`src/rtl/uart_rx_buf_ctrl.sv`:
```
// Circular-buffer controller between a UART receiver and a 64x8 single-port RAM.
// Optional almost_full watermark output is enabled by defining UART_RXBUF_WATERMARK_EN.
module uart_rx_buf_ctrl #(
  parameter int ADDR_W     = 6,
  parameter int DATA_W     = 8,
  parameter int CLR_CYCLES = 65
`ifdef UART_RXBUF_WATERMARK_EN
  ,
  parameter int WATERMARK  = 48
`endif
) (
  input  logic              clock,
  input  logic              reset_n,
  input  logic [DATA_W-1:0] rx_data,
  input  logic              rx_valid,
  input  logic              rd_req,
  output logic              rd_ready,
  output logic [DATA_W-1:0] rd_data,
  output logic              rd_valid,
  input  logic              flush,
  input  logic              overrun_clr,
  output logic [ADDR_W:0]   count,
  output logic              empty,
  output logic              full,
  output logic              overrun,
  output logic              busy,
  output logic [ADDR_W-1:0] ram_addr,
  output logic              ram_wr_en,
  output logic [DATA_W-1:0] ram_data_in,
  output logic              ram_clear,
  input  logic [DATA_W-1:0] ram_data_out,
`ifdef UART_RXBUF_WATERMARK_EN
  output logic              almost_full,
`endif
  output logic [1:0]        dbg_state
);

  localparam int CNT_W = ADDR_W + 1;
  localparam int DEPTH = 1 << ADDR_W;
  localparam int CLR_W = $clog2(CLR_CYCLES);
  localparam logic [CNT_W-1:0] DEPTH_C  = CNT_W'(DEPTH);
  localparam logic [CLR_W-1:0] CLR_LAST = CLR_W'(CLR_CYCLES - 2);

  typedef enum logic [1:0] {
    IDLE     = 2'd0,
    RD_WAIT  = 2'd1,
    CLR_REQ  = 2'd2,
    CLR_WAIT = 2'd3
  } state_t;

  state_t              state;
  logic [ADDR_W-1:0]   wr_ptr;
  logic [ADDR_W-1:0]   rd_ptr;
  logic [CLR_W-1:0]    clr_cnt;
  logic [DATA_W-1:0]   pend_data;
  logic                pend_valid;
  logic                rd_pend;
  logic [CNT_W-1:0]    count_nxt;

  logic wr_fire;
  logic rd_issue;
  logic rd_done;
  logic flush_take;
  logic rx_drop;

  // Valid/ready: a consumer read is accepted on a rising edge where rd_req && rd_ready;
  // the byte comes back later as a single-cycle rd_valid strobe with rd_data.
  assign busy       = (state == CLR_REQ) || (state == CLR_WAIT);
  assign empty      = (count == '0);
  assign full       = (count == DEPTH_C);
  assign rd_ready   = (state == IDLE) && !empty && !rd_pend;
  assign wr_fire    = pend_valid && !full && ((state == IDLE) || (state == RD_WAIT));
  assign rd_issue   = (state == IDLE) && !wr_fire && rd_pend && !empty;
  assign rd_done    = (state == RD_WAIT);
  assign flush_take = flush && !busy;
  assign rx_drop    = rx_valid && pend_valid && !wr_fire && !flush_take;

  // The RAM port idles as a read of rd_ptr; a write borrows it only when pend drains.
  assign ram_wr_en   = wr_fire;
  assign ram_addr    = wr_fire ? wr_ptr : rd_ptr;
  assign ram_data_in = pend_data;
  assign ram_clear   = (state == CLR_REQ);
  assign dbg_state   = state;

  always_comb begin
    count_nxt = count;
    if (!flush_take) begin
      if ((state == CLR_WAIT) && (clr_cnt == CLR_LAST)) begin
        count_nxt = '0;
      end else if (wr_fire && !rd_done) begin
        count_nxt = count + CNT_W'(1);
      end else if (!wr_fire && rd_done) begin
        count_nxt = count - CNT_W'(1);
      end
    end
  end

  always_ff @(posedge clock or negedge reset_n) begin
    if (!reset_n) begin
      state      <= IDLE;
      wr_ptr     <= '0;
      rd_ptr     <= '0;
      count      <= '0;
      clr_cnt    <= '0;
      pend_data  <= '0;
      pend_valid <= 1'b0;
      rd_pend    <= 1'b0;
      rd_data    <= '0;
      rd_valid   <= 1'b0;
      overrun    <= 1'b0;
`ifdef UART_RXBUF_WATERMARK_EN
      almost_full <= 1'b0;
`endif
    end else begin
      count    <= count_nxt;
      rd_valid <= 1'b0;

      // A byte arriving while pend drains simply replaces the drained one.
      if (flush_take) begin
        pend_valid <= 1'b0;
      end else if (rx_valid && !rx_drop) begin
        pend_data  <= rx_data;
        pend_valid <= 1'b1;
      end else if (wr_fire) begin
        pend_valid <= 1'b0;
      end

      if (flush_take) begin
        overrun <= 1'b0;
      end else if (rx_drop) begin
        overrun <= 1'b1;
      end else if (overrun_clr) begin
        overrun <= 1'b0;
      end

      if (flush_take) begin
        rd_pend <= 1'b0;
      end else if (rd_req && rd_ready) begin
        rd_pend <= 1'b1;
      end else if (rd_done) begin
        rd_pend <= 1'b0;
      end

`ifdef UART_RXBUF_WATERMARK_EN
      almost_full <= (flush_take || busy) ? 1'b0 : (count_nxt >= CNT_W'(WATERMARK));
`endif

      if (flush_take) begin
        state <= CLR_REQ;
      end else begin
        if (wr_fire) begin
          wr_ptr <= wr_ptr + ADDR_W'(1);
        end
        case (state)
          IDLE: begin
            if (rd_issue) begin
              state <= RD_WAIT;
            end
          end
          RD_WAIT: begin
            rd_data  <= ram_data_out;
            rd_valid <= 1'b1;
            rd_ptr   <= rd_ptr + ADDR_W'(1);
            state    <= IDLE;
          end
          CLR_REQ: begin
            clr_cnt <= '0;
            state   <= CLR_WAIT;
          end
          CLR_WAIT: begin
            if (clr_cnt == CLR_LAST) begin
              wr_ptr <= '0;
              rd_ptr <= '0;
              state  <= IDLE;
            end else begin
              clr_cnt <= clr_cnt + CLR_W'(1);
            end
          end
          default: state <= IDLE;
        endcase
      end
    end
  end

endmodule

```
`config.mk`:
```
export PLATFORM = sky130hd
export DESIGN_NAME = uart_rx_buf_ctrl
export DESIGN_NICKNAME = d
export VERILOG_FILES = /design/src/rtl/uart_rx_buf_ctrl.sv
export SDC_FILE = /design/constraint.sdc
export NUM_CORES = 1
export LEC_CHECK = 0
export CORE_ASPECT_RATIO = 1.2
export CORE_MARGIN = 10
export CORE_UTILIZATION = 32
export DETAILED_ROUTE_END_ITERATION = 7
export SETUP_SLACK_MARGIN = 0.05
export SYNTH_ARGS = -nofsm -noshare
export SYNTH_HDL_FRONTEND = slang
export SYNTH_SLANG_ARGS = --single-unit
```
`constraint.sdc`:
```
create_clock -name clock -period 2.8 [get_ports clock]
set_clock_uncertainty 0.05 [all_clocks]
set_input_delay 0.84 -clock clock [delete_from_list [all_inputs] [get_ports clock]]
set_output_delay 0.84 -clock clock [all_outputs]
set_load 0.01 [all_outputs]
```
### Word level (Yosys, flattened, before mapping)

Index checks and enable logic that the tools add are counted.

* bits in registers: 48
* latch bits: 0
* RAM bits: 0
* ROM bits: 0
* input bits: 22
* logic and storage cells: 92
* memories: 0

* $add $sub $neg: 5
* multipliers: 0
* div/mod/pow operators: 0
* magnitude comparators: 0
* eq/ne operators: 9
* shifts and indexed selects: 0
* mux-type cells: 26
* bitwise operators: 1
* reductions and logical operators: 40

Operator list (number)
* $mux W6: 5
* $mux W7: 4
* $logic_and A1 B1 Y1: 16
* $add A7 B1 Y7 const B: 2
* $pmux W7 S2: 1
* $add A6 B1 Y6 const B: 2
* $pmux W6 S2: 1
* $reduce_bool A3 Y1: 4
* $mux W1: 11
* $logic_not A1 Y1: 8
* $pmux W2 S4: 1
* $reduce_and A2 Y1: 4
* $eq A7 B6 Y1 const B: 1
* $eq A7 B7 Y1 const B: 1
* $logic_not A7 Y1: 1
* $sub A7 B1 Y7 const B: 1
* $mux W2: 3
* $reduce_and A3 Y1: 2
* $eq A2 B2 Y1 const B: 2
* $reduce_bool A2 Y1: 2
* $ne A3 B2 Y1 const B: 1
* $ne A3 B3 Y1 const B: 1
* $eq A2 B1 Y1 const B: 1
* $logic_not A2 Y1: 1
* 4 further kinds: 5

### Logic depth before layout (Yosys ltp)

Gate-level depths: netlist of run 1.

* depth in word-level cells: 11
* mapped depth: 8
* mapped depth without buffers: 8

### Worst setup path before layout of run 1

Ideal clock, no wire load.

* kind: register to register
* from: reg count[1]
* to: reg count[6]
* setup time: 87 ps
* arrival time: 2821 ps
* data required time: 2663 ps
* path slack: -157 ps
* cell stages (with the launch flop): 9
* buffers on the path: 0
* period minus slack after synthesis: 2957 ps
* cell sequence: dfrtp_1 -> or4_4 -> o211ai_1 -> inv_1 -> fa_1 -> o21ai_0 -> a31oi_1 -> xnor2_1 -> o211ai_1

* cells in the longest elaborated chain, start to end: 8

RTL lines
* from (decl): line 22 `output logic [ADDR_W:0] count,`
* from (signal assigned): line 115 `count <= count_nxt;`
* branches (longest 8 deep; another with $sub A7 B1 Y7)

Several ways; the timed one is not identified. The select of a mux whose other input is x is not followed.
A chain may end at the register's enable or synchronous reset.

### Worst setup path after layout of run 1

* from: reg count[3]
* to: out ram_addr[5]

* cells in the longest elaborated chain, start to end: 5

RTL lines
* $eq A7 B7 Y1: line 70 `assign full = (count == DEPTH_C);`
* $logic_not A1 Y1: line 72 `assign wr_fire = pend_valid && !full && ((state == IDLE) || (state == RD_WAIT));`
* $logic_and A1 B1 Y1 (2 in series): line 72
* $mux W6: line 80 `assign ram_addr = wr_fire ? wr_ptr : rd_ptr;`
* to (decl): line 27 `output logic [ADDR_W-1:0] ram_addr,`

Every way passes these cells.

==> impl_results.md, run 1 <==
- Commonest cells after routing, fill and taps aside: 49 x clkdlybuf4s50_1, 47 x dfrtp_1, 35 x buf_4, 23 x nand2_1, 17 x mux2_2
- Num CTS Buffers: 5
- First-pass GRT wire length: 11000 µm
- Status: complete, but fails checks
- Ys async rst share: 1.00
- Diodes inserted: 0
- Wirelength, routed: roughly 6700 µm
- Worst min path class: register to register
- CTS Buffer Depth: 2
- Via-to-Cell Ratio: 5.00
- Max IR drop VDD: between 150 and 200 µV
- Layout Nets: roughly 380
- Final Setup Violations: 8
- Post-synthesis adder-cell area fraction: 0.0577
- Row Count: 35
- Leakage: ~1.6 nW
- Root buf cell: clkbuf_8
- Die Y: 117 µm
- Pre-antenna DRT Iters: 4
- IO Port Bufs: 60
- Synth Area in Simple Gates: 0.176
- Post-route ant nets: 0
- Final HPWL DP: 5120 µm
- Setup TNS: -645 ps
- Violated checks: negative setup slack
- Crit end category: primary output
- Worst Slack Setup Final: -134 ps
- Main combinational cell family by area after synthesis: simple AND/OR/NAND/NOR gates
- Final Non-Filler Cells: 437
- Critical Path AT: 2040 ps
- DP Area: 0.00343 mm²
- Max-Cap Viols: 0
- Syn avg cell area: around 10 µm²
- Final critical-path required period: 2930 ps
- Crit-path max FO: 5
- Post-synth EDFFs: 0
- Final core utilization: 0.486
- Fmax: 0.341 GHz
- Commonest non-fill, non-tap cell in the layout: clkdlybuf4s50_1
- I/O pins: ~60
- Fin Hold WS: 459 ps
- Clock sink count: 48
- RePlAce Congestion: 0.798
- Post-synthesis cell type count: 44
- Worst Path Required: 1910 ps
- Initial core utilization: 0.328
- Max-slew violation count: 0
- Gr ovfl total: 0
- Reg clk slew, reported paths: 100 ps
- Htree depth: 2
- WL/cell: 15.4 µm
- Clock Latency Late Sink: 310 ps
- Core area: around 0.0077 mm²
- Predominant post-synthesis flop cell: dfrtp_1
- Seq/Total Area, Yosys: 0.477
- Initial antenna violation count: 0
- Fraction of layout cells with a size suffix above 1: 0.299
- Placed insts: between 400 and 500
- Die ar.: about 0.012 mm²
- GRT Overall Usage: 0.115
- RSZ-0062 raised after global routing: true
- Worst Setup Start Kind: register
- Netlist Area Pre-Place: 0.00252 mm²
- Yosys reg bits: 48
- DR DRC count: 0
- Post-cts hold buffer count: 0
- CTS tree: built
- Pwr dens: 391 mW/mm²
- Vias in the first global route: 2204
- Final hold violation count: 0
- Synth Area in XOR/XNOR: 0.0418
- Setup crit start: count[3]
- Via count: 2187
- Mux share of post-synthesis cell area: 0.0845
- Largest net degree at the start of global routing: 35
- Reg-to-reg startpoint: count[3]
- Hold Startpoint: ram_data_in[6]
- Worst-Margin Slew: 755 ps
- Fin area: roughly 0.0037 mm²
- Complex-gate fraction of the synthesized area: 0.131
- Number of DRC markers in iteration 0: 62
- Area Overhead vs Synth: 48.1%
- Crit path kind: register to primary output
- Crit share post-route: 1.05
- Yosys warnings: 0
- Die width: 101 µm
- Syn Inst Count: 248
- Post-Synthesis Net Count: 281
- Rel. slew slack: 0.493
sequential cells by signal, indices dropped and copies added (netlist names):
| signal | count |
|---|---|
| dbg_state | 2 |
| overrun | 1 |
| rd_ptr | 6 |
| ram_data_in | 8 |
| rd_valid | 1 |
| rd_data | 8 |
| clr_cnt | 7 |
| pend_valid | 1 |
| wr_ptr | 6 |
| count | 7 |
| rd_pend | 1 |
logic make-up after synthesis:
logic type      after synthesis
simple gates                 87
compound gates               51
flops                        48
buf+inv                      20
mux                          19
xor+xnor                     12
fa+ha+maj                    11
final timing paths:
check / end / slack (ps) / cells after the start
setup reg to reg: count[6] / 150 / 10
max in group asynchronous: rd_data[5] / 1540 / 2
hold / removal: ram_data_in[6] / 460 / 1
min in group asynchronous: wr_ptr[5] / 540 / 1
setup / recovery: ram_addr[5] / -130 / 5
hold reg to reg: ram_data_in[6] / 460 / 1
layout make-up:
type	count	area (µm²)
timing repair buffer	99	893
fill	722	3940
clock inverter	3	47.5
multi-input combinational	180	1350
inverter	10	45.0
tap	92	115
sequential	48	1200
clock buffer	5	68.8
stage by stage:
| step | setup WS (ps) | power, mW |
|---|---|---|
| after CTS | -174 | 1.47 |
| after floorplan | 20.9 | 0.823 |
| after detailed placement | -176 | 0.948 |
| after global routing | -218 | 1.53 |
| after global placement | -155 | 0.944 |
| final | -134 | 1.46 |
layer usage:
layer  global-route usage  up-vias  part of all wire
li1                     -     1078                 -
met1                0.130     1076              0.41
met2                0.206       29              0.54
met3               0.0299        4             0.036
met4               0.0391        0             0.012
met5                    0        -                 0
cell usage after synthesis (5+ instances only):
cell type,number,area [µm²]
inv_1,10,37.5
mux2_2,18,203
dfrtp_1,48,1200
nand2_1,31,116
nor3b_1,5,37.5
xnor2_1,8,70.1
ha_1,10,125
a21oi_1,12,60.1
clkbuf_1,6,22.5
nor3_1,5,25.0
o21ai_0,14,70.1
nand3_1,11,55.1
nand4_1,6,37.5
nor2_1,15,56.3
worst max-delay path: stages (launching register included):
cell,delay (ps)
dfrtp_1,400
or4_4,530
o211ai_1,180
buf_4,190
mux2_4,310
buf_6,120
repair_timing:
| action | 4_1_cts | 5_1_grt |
|---|---|---|
| setup buffers | 6 | 4 |
| resized for setup | 48 | 19 |
| pin swaps | 4 | 7 |
| endpoints found under the setup margin | 11 | 11 |
power breakdown:
part | switching [mW] | internal [mW]
clock network | 0.245 | 0.269
logic | 0.0842 | 0.119
registers | 0.0161 | 0.721
total | 0.346 | 1.11
Note: power is estimated with default switching activity, not from simulation.
==> inputs of run 2 (changes only) <==
Settings changed: CORE_MARGIN 10 to 1.5, SETUP_SLACK_MARGIN 0.05 to unset, TNS_END_PERCENT set to 5.
==> impl_results.md, run 2 (synthesized netlist as in run 1, its figures left out) <==
- Max IR drop VDD: 283 µV (+47%)
- Routed wl met3: 176 µm (-26%)
- Crit share post-route: 1.06 (+0.0122)
- Initial antenna violation count: 0 (unchanged)
- Final Non-Filler Cells: 429 (-1.8%)
- Via count: 2142 (-2.1%)
- Clock sink count: 48 (unchanged)
- Crit end category: primary output
- Metal2 WL: 3170 µm (-13%)
- Crit-path max FO: 5 (unchanged)
- RePlAce Congestion: 0.788 (-1.2%)
- Worst Setup Start Kind: register
- Commonest non-fill, non-tap cell in the layout: clkdlybuf4s50_1
- Clock Latency Late Sink: 300 ps (about the same)
- Post-route ant nets: 0 (unchanged)
- Crit path kind: register to primary output
- Pwr dens: 407 mW/mm² (+4.3%)
- CTS Buffer Depth: 2 (unchanged)
- Layout Nets: 369 (-2.1%)
- Final Setup Violations: 8 (unchanged)
- Area Overhead vs Synth: 41.7%
- Reg clk slew, reported paths: 100 ps (about the same)
- Initial core utilization: 0.328 (unchanged)
- WL/cell: 14.5 µm (-5.5%)
- DR DRC count: 0 (unchanged)
- Worst Slack Setup Final: -168 ps (-34.1 ps)
- Worst-Margin Slew: 692 ps (-63.0 ps)
- Die width: 83.9 µm (-17%)
- First-pass GRT wire length: 10600 µm (-3.9%)
- Largest net degree at the start of global routing: 26 (-26%)
- Commonest cells after routing, fill and taps aside: 49 x clkdlybuf4s50_1, 47 x dfrtp_1, 31 x nand2_1, 30 x buf_4, 17 x mux2_2
- Max-Cap Viols: 0 (unchanged)
- Max-slew violation count: 0 (unchanged)
- Worst min path class: register to register
- Final hold violation count: 0 (unchanged)
- Via-to-Cell Ratio: 4.99 (-0.23%)
- Die ar.: 0.00841 mm² (-29%)
- Root buf cell: clkbuf_8
- GRT Overall Usage: 0.154 (+0.0389)
- Core area: 0.00766 mm² (unchanged)
- Worst Path Required: 1910 ps (about the same)
- Diodes inserted: 0 (unchanged)
- Fmax: 0.337 GHz (-1.1%)
- Status: complete, but fails checks
- Wirelength, routed: 6230 µm (-7.3%)
- Violated checks: negative setup slack
- IO Port Bufs: 60 (unchanged)
- Leakage: 1.57 nW (-3.7%)
- Fraction of layout cells with a size suffix above 1: 0.240 (-0.0582)
- Wl on met1: 2830 µm (+3.3%)
- Num CTS Buffers: 5 (unchanged)
- Final critical-path required period: 2970 ps (+34.1 ps)
- Htree depth: 2 (unchanged)
- I/O pins: 61 (unchanged)
- Final HPWL DP: 4490 µm (-12%)
- Overall power: 1.45 mW (-0.24%)
- Vias in the first global route: 2148 (-2.5%)
- CTS tree: built
- Die Y: 100 µm (-15%)
- Critical Path AT: 2080 ps (+40 ps)
- Number of DRC markers in iteration 0: 82 (+32%)
- RSZ-0062 raised after global routing: true
- DR top layer: met4
- Gr ovfl total: 0 (unchanged)
- Rel. slew slack: 0.535 (+0.0423)
- Row Count: 35 (unchanged)
- Pre-antenna DRT Iters: 6 (+2)
- Placed insts: 418 (-0.24%)
[run 2: changes by cell type in the layout (fill, tap and decap cells not counted), moves of 3 or more]
cell	change
buf_4	-5
buf_6	-3
nand2_1	+8
nand2_2	-8
[run 2: per-layer routing]
metal  vias up  global-route usage
li1       1067                   -
met1      1036               0.199
met2        34               0.272
met3         5              0.0214
met4         0              0.0429
met5         -                   0
[run 2: final timing paths]
kind | cells past startpoint | to | start | slack, ps
worst min-delay path | 1 | ram_data_in[2] | ram_data_in[2] | 460
worst max register to register | 10 | count[6] | count[3] | 70
worst max-delay path | 6 | ram_addr[5] | count[3] | -170
min in group asynchronous | 1 | rd_data[4] | reset_n | 490
worst min register to register | 1 | ram_data_in[2] | ram_data_in[2] | 460
max in group asynchronous | 2 | clr_cnt[4] | reset_n | 1670
[run 2: critical path, cell delays in order, from the launching register on]
cell,delay [ps]
dfrtp_1,400
or4_4,540
o211ai_1,170
buf_4,170
buf_6,90
mux2_4,290
buf_6,120
[run 2: power by group]
| part | internal (mW) | switching, mW | total [mW] |
|---|---|---|---|
| clock network | 0.269 | 0.250 | 0.519 |
| logic | 0.115 | 0.0806 | 0.196 |
| registers | 0.721 | 0.0158 | 0.737 |
| total | 1.11 | 0.346 | 1.45 |
[run 2: timing repair]
item,in CTS,in global routing
pin swaps,2,0
buffers inserted,2,1
endpoints found under the setup margin,10,10
hold buffers,0,0
resized for setup,38,2
[run 2: per-stage QoR]
step | cell area, µm² | hold slack, ps | setup TNS [ps] | worst slack [ps] | util
final | 3560 | 464 | -554 | -168 | 0.465
after global routing | 3560 | 481 | -1600 | -259 | 0.465
after CTS | 3550 | 469 | -395 | -181 | 0.463
after detailed placement | 3420 | 445 | -856 | -169 | 0.447
after global placement | 3420 | 439 | -739 | -159 | 0.447
after floorplan | 2530 | 429 | -11.4 | -11.4 | -
[run 2: area by class of cell]
cell class              count  area [µm²]
clock buffers               5        68.8
clock inverters             3        46.3
fillers                   705        4100
inverters                  10        40.0
multi-input cells         180        1270
flip-flops and latches     48        1200
well taps                  92         115
repair buffers             91         818
